File: src/rtl/regfile_pkg.sv
// Shared constants and helpers for the register file and its busy-bit scoreboard.
package regfile_pkg;

  localparam int DEFAULT_DATA_W = 8;
  localparam int DEFAULT_ADDR_W = 3;

  // Busy_Count must represent 0..DEPTH inclusive, hence one extra bit.
  function automatic int busy_cnt_w(input int addr_w);
    return addr_w + 1;
  endfunction

endpackage

File: src/rtl/busy_scoreboard.sv
// Per-register busy bits, same-cycle reservation grant and a registered busy-register count.
module busy_scoreboard
  import regfile_pkg::*;
#(
  parameter int ADDR_W   = DEFAULT_ADDR_W,
  parameter int ZERO_REG = 0,
  parameter int DEPTH    = 1 << ADDR_W,
  parameter int CNT_W    = busy_cnt_w(ADDR_W)
) (
  input  logic              clk_i,
  input  logic              rst_i,
  input  logic              wr_en_i,
  input  logic [ADDR_W-1:0] wr_addr_i,
  input  logic              rsv_en_i,
  input  logic [ADDR_W-1:0] rsv_addr_i,
  output logic              rsv_grant_o,
  output logic [DEPTH-1:0]  busy_o,
  output logic [CNT_W-1:0]  busy_count_o
);

  logic [DEPTH-1:0] busy_q, busy_d;
  logic [CNT_W-1:0] count_q, count_d;
  logic             wr_zero, rsv_zero, wr_hit, rsv_set, inc, dec;

  assign wr_zero  = (ZERO_REG != 0) && (wr_addr_i == '0);
  assign rsv_zero = (ZERO_REG != 0) && (rsv_addr_i == '0);
  assign wr_hit   = wr_en_i && !wr_zero;

  // A write retiring the same register frees it in time for a new reservation.
  assign rsv_grant_o = rsv_en_i &&
                       (rsv_zero || !busy_q[rsv_addr_i] ||
                        (wr_en_i && (wr_addr_i == rsv_addr_i)));
  assign rsv_set     = rsv_grant_o && !rsv_zero;

  assign inc = rsv_set && !busy_q[rsv_addr_i];
  assign dec = wr_hit && busy_q[wr_addr_i] &&
               !(rsv_set && (rsv_addr_i == wr_addr_i));

  always_comb begin
    // NOTE: every combinational output gets a default first so no latch is inferred.
    busy_d = busy_q;
    if (wr_hit)  busy_d[wr_addr_i]  = 1'b0;
    if (rsv_set) busy_d[rsv_addr_i] = 1'b1;
  end

  always_comb begin
    count_d = count_q;
    unique case ({inc, dec})
      2'b10:   count_d = count_q + CNT_W'(1);
      2'b01:   count_d = count_q - CNT_W'(1);
      default: count_d = count_q;
    endcase
  end

  always_ff @(posedge clk_i) begin
    // NOTE: sequential state uses non-blocking assignments so all flops update together.
    if (rst_i) begin
      busy_q  <= '0;
      count_q <= '0;
    end else begin
      busy_q  <= busy_d;
      count_q <= count_d;
    end
  end

  assign busy_o       = busy_q;
  assign busy_count_o = count_q;

endmodule

File: src/rtl/register_file_scoreboard.sv
// Architectural register file: two bypassed combinational read ports, one write port,
// optional hardwired-zero r0 and busy-bit reservation tracking.
module register_file_scoreboard
  import regfile_pkg::*;
#(
  parameter int DATA_W   = DEFAULT_DATA_W,
  parameter int ADDR_W   = DEFAULT_ADDR_W,
  parameter int ZERO_REG = 0,
  parameter int BYPASS   = 1
) (
  input  logic                           CLK,
  input  logic                           RST,
  input  logic                           WriteEN,
  input  logic [ADDR_W-1:0]              Write_Address,
  input  logic [DATA_W-1:0]              Write_Data,
  input  logic [ADDR_W-1:0]              Read_AddressA,
  input  logic [ADDR_W-1:0]              Read_AddressB,
  output logic [DATA_W-1:0]              Read_DataA,
  output logic [DATA_W-1:0]              Read_DataB,
  output logic                           Read_ReadyA,
  output logic                           Read_ReadyB,
  input  logic                           Reserve_EN,
  input  logic [ADDR_W-1:0]              Reserve_Address,
  output logic                           Reserve_Grant,
  output logic [busy_cnt_w(ADDR_W)-1:0]  Busy_Count
);

  localparam int DEPTH = 1 << ADDR_W;
  localparam int CNT_W = busy_cnt_w(ADDR_W);

  logic [DATA_W-1:0] mem_q [DEPTH];
  logic [DEPTH-1:0]  busy;

  function automatic logic is_zero(input logic [ADDR_W-1:0] addr);
    return (ZERO_REG != 0) && (addr == '0);
  endfunction

  busy_scoreboard #(
    .ADDR_W   (ADDR_W),
    .ZERO_REG (ZERO_REG),
    .DEPTH    (DEPTH),
    .CNT_W    (CNT_W)
  ) u_busy (
    .clk_i        (CLK),
    .rst_i        (RST),
    .wr_en_i      (WriteEN),
    .wr_addr_i    (Write_Address),
    .rsv_en_i     (Reserve_EN),
    .rsv_addr_i   (Reserve_Address),
    .rsv_grant_o  (Reserve_Grant),
    .busy_o       (busy),
    .busy_count_o (Busy_Count)
  );

  always_ff @(posedge CLK) begin
    if (RST) begin
      // NOTE: the array is reset because reads after reset must return 0 for every address.
      for (int i = 0; i < DEPTH; i++) mem_q[i] <= '0;
    end else if (WriteEN && !is_zero(Write_Address)) begin
      mem_q[Write_Address] <= Write_Data;
    end
  end

  always_comb begin
    Read_DataA  = mem_q[Read_AddressA];
    Read_ReadyA = !busy[Read_AddressA];
    if (is_zero(Read_AddressA)) begin
      Read_DataA  = '0;
      Read_ReadyA = 1'b1;
    end else if ((BYPASS != 0) && WriteEN && (Write_Address == Read_AddressA)) begin
      Read_DataA  = Write_Data;
      Read_ReadyA = 1'b1;
    end
  end

  always_comb begin
    Read_DataB  = mem_q[Read_AddressB];
    Read_ReadyB = !busy[Read_AddressB];
    if (is_zero(Read_AddressB)) begin
      Read_DataB  = '0;
      Read_ReadyB = 1'b1;
    end else if ((BYPASS != 0) && WriteEN && (Write_Address == Read_AddressB)) begin
      Read_DataB  = Write_Data;
      Read_ReadyB = 1'b1;
    end
  end

endmodule

File: config.mk
export PLATFORM = sky130hd
export DESIGN_NAME = register_file_scoreboard
export DESIGN_NICKNAME = d
export VERILOG_FILES = /design/src/rtl/regfile_pkg.sv /design/src/rtl/busy_scoreboard.sv /design/src/rtl/register_file_scoreboard.sv
export SDC_FILE = /design/constraint.sdc
export NUM_CORES = 1
export LEC_CHECK = 0
export CORE_ASPECT_RATIO = 1.5
export CORE_MARGIN = 2
export CORE_UTILIZATION = 30
export DETAILED_ROUTE_END_ITERATION = 16
export PLACE_DENSITY = 0.55
export SLEW_MARGIN = 10
export SYNTH_ARGS = -nofsm -noshare
export SYNTH_HDL_FRONTEND = slang
export SYNTH_SLANG_ARGS = --single-unit
File: constraint.sdc
create_clock -name CLK -period 3.2 [get_ports CLK]
set_input_delay 0.8 -clock CLK [delete_from_list [all_inputs] [get_ports CLK]]
set_output_delay 0.8 -clock CLK [all_outputs]
set_load 0.005 [all_outputs]
==> summary.txt <==
Floorplan
  – Core ar.: approximately 15,000 um^2
  – Die W: 105 um
  – # IOs: 47
  – Chip Height: 156 um
  – DIE AREA: between 15,000 and 20,000 um^2
  – Row count: 55
  – Initial Util: a little under a third

Global routing
  – First-pass GRT wire length: ~22 mm
  – Vias in the first global route: 3,685
  – Largest net degree at the start of global routing: 16
  – GRT Util Overall: between 10% and 20%
  – Total gr overflow: 0
  – Initial antenna violation count: 0

Finish
  – Area growth, synth to finish: 37.6%
  – Net count, final: 505
  – Layout cells sized above 1: 35.3%
  – Design area: approximately 6400 um^2
  – Final Util: 42.2%
  – # diodes: 0

Setup path
  – Arr. time, crit path: 2.33 ns
  – Required @ worst endpoint: approximately 2.4 ns
  – CP max FO: 7
  – Reg2Reg Depth: 10
  – R2R Setup Slk: around 0.6 ns
  – CP Launch Type: input pin
  – Critical path type: in2out
  – Worst setup EP type: output pin

Drt
  – First-pass DRT Iterations: 4
  – DRC Markers: 0
  – ANT nets after route: 0
  – WL per Instance: 20.9 um
  – Final Routed Wirelength: 14.2 mm
  – Drt first-iter violations: approximately 160
  – Routed vias: approximately 3,500
  – Vias/cell: 5.10

Job
  – Maxcap violations: 0

Clocking
  – Worst-Skew Late Latency: 0.34 ns
  – Clock Path Buffers: 2
  – Hold_buf cts: 0
  – H-Tree Depth: 3
  – # clock sinks: 76
  – CTS tree: done
  – Clk root buf: clkbuf_16
  – TritonCTS Buffers: 9
  – Clock transition at path regs: 0.06 ns

STA
  – Count of endpoints failing setup in the final report: 0
  – Max Slew Vio Count: 0
  – Hold violation count in the final report: 0
  – Clock period minus worst slack: ~3.1 ns
  – Fmax: 320 MHz
  – Actual slew at the worst max-slew pin: between 1 and 1.5 ns
  – Final worst path period share: 97.7%
  – Worst rel slew slack: 15.4%
  – Worst Skew: just under 0.006 ns

Yosys
  – Yosys top cell area share: 41.5%
  – Ys flop type: edfxtp_1
  – Async SR Flop Fraction: 0%
  – Register area share after synthesis: 46.7%
  – Post-synth cell types: 49
  – Synthesized area per cell: 12.7 um^2
  – Synth area leaders: edfxtp_1, mux4_2, and2_1, dfxtp_1, mux2i_1
  – Post-synth EDFFs: 64
  – Dominant cell type by area after synthesis: edfxtp_1
  – Post-synth top cells: and2_1, edfxtp_1, mux4_2, a21oi_1, nor2_1
  – Synth warnings: 0
  – Post-synthesis register bit count: 76
  – Synth Net Count: a little under 400
  – Syn Inst Count: 365
  – Synthesized cell area: between 4000 and 5000 um^2

Pwr
  – Flop pwr share: 41.5%
  – Pwr/cell area: about 450 nW/um^2
  – Worst VDD drop: 0.000252 V
  – Sw Share: about a quarter
  – Leakage: 2.44 nW
  – Internal Pwr Total: 0.00214 W
  – Design Power: 0.00286 W
  – P_sw: 0.000722 W
  – Logic pwr share: 20.0%
  – Clock power share: around two fifths

Outcome
  – Status: completed

Place
  – GP Congestion: 0.853
  – Port Buf Inserts: 46
  – Area after DPL: approximately 5600 um^2
  – Post-DP HPWL: 9.99 mm

Worst hold path
  – Worst hold path class: reg2reg
  – Hold path cells: 2
[per-stage QoR]
step | TNS (ns) | setup WS (ns) | cells | hold WS [ns]
after floorplan | 0 | 0.0399 | 365 | 0.462
after global placement | -10.17 | -0.556 | 639 | 0.472
after detailed placement | -10.36 | -0.633 | 639 | 0.473
after CTS | -0.0260 | -0.00930 | 676 | 0.486
final | 0 | 0.0729 | 681 | 0.513
after global routing | -0.0461 | -0.0143 | 681 | 0.540
[per-layer routing]
layer  global-route usage (%)  vias to the layer above  part of all wire, %
met3                     3.09                       13                  5.0
met1                     21.2                     1754                   39
met4                     4.63                        0                  1.5
met2                     33.9                      110                   54
li1                         -                     1597                    -
met5                        0                        -                    0
[power by group through the flow]
stage	Sequential [W]	Clock (W)	Combinational, W
4_1_cts	0.00119	0.00111	0.000565
6_report	0.00119	0.00110	0.000572
3_3_place_gp	0.00120	0	0.000528
3_5_place_dp	0.00121	0	0.000534
5_1_grt	0.00119	0.00115	0.000614
2_1_floorplan	0.00119	0	0.000281
[placed cells by master (no fill, tap or decap), types with 5 or more instances in the layout]
| master | n |
|---|---|
| nand2_1 | 6 |
| mux2i_1 | 18 |
| edfxtp_1 | 64 |
| nand2b_1 | 6 |
| inv_1 | 14 |
| buf_12 | 7 |
| dlygate4sd2_1 | 18 |
| clkbuf_16 | 9 |
| a21oi_2 | 5 |
| buf_6 | 9 |
| and2_1 | 64 |
| dfxtp_1 | 12 |
| buf_4 | 58 |
| buf_2 | 5 |
| nor2_1 | 24 |
| a21oi_1 | 21 |
| clkdlybuf4s50_1 | 15 |
| nor2_2 | 5 |
| mux4_2 | 36 |
[cell families (layout without fill, tap and decap cells)]
group | Yosys count | after routing | synth area share [%]
compound gates | 51 | 51 | 7.20
xor+xnor | 11 | 11 | 2.08
fa+ha+maj | 4 | 4 | 1.24
buf+inv | 36 | 153 | 4.22
flops | 76 | 76 | 46.7
mux | 57 | 57 | 22.1
simple gates | 130 | 130 | 16.4
[worst paths after layout]
path | to | startpoint
setup / recovery | Read_DataB[5] | Write_Address[0]
hold reg to reg | u_busy.busy_count_o[3] | u_busy.busy_count_o[3]
hold / removal | u_busy.busy_count_o[3] | u_busy.busy_count_o[3]
setup reg to reg | u_busy.busy_count_o[3] | u_busy.busy_o[0]
[flip-flops by register name (all words and copies together) (netlist names)]
name	cells
u_busy.busy_o	8
mem_q	64
u_busy.busy_count_o	4
[layout make-up]
cell class                 instances  area, um^2
timing repair buffer             123        1160
inverter                          14        52.6
multi-input combinational        253        2420
clock inverter                     7        98.8
sequential                        76        2160
clock buffer                       9         225
fill                            1404        8710
tap                              199         249
[worst max-delay path, stage by stage]
cell             delay [ns]
clkdlybuf4s15_2        0.27
buf_4                  0.18
xnor2_1                0.18
nand4_2                0.19
buf_12                 0.18
buf_4                  0.14
nor2_1                 0.08
a21oi_1                0.04
dlygate4sd2_1          0.26
[repair_timing]
item | 4_1_cts | 5_1_grt
resized for setup | 82 | 16
cloned | 3 | 0
endpoints found under the setup margin | 20 | 14
pin swaps | 2 | 5
buffers inserted | 18 | 5
Power figures use the tool's default switching activity.
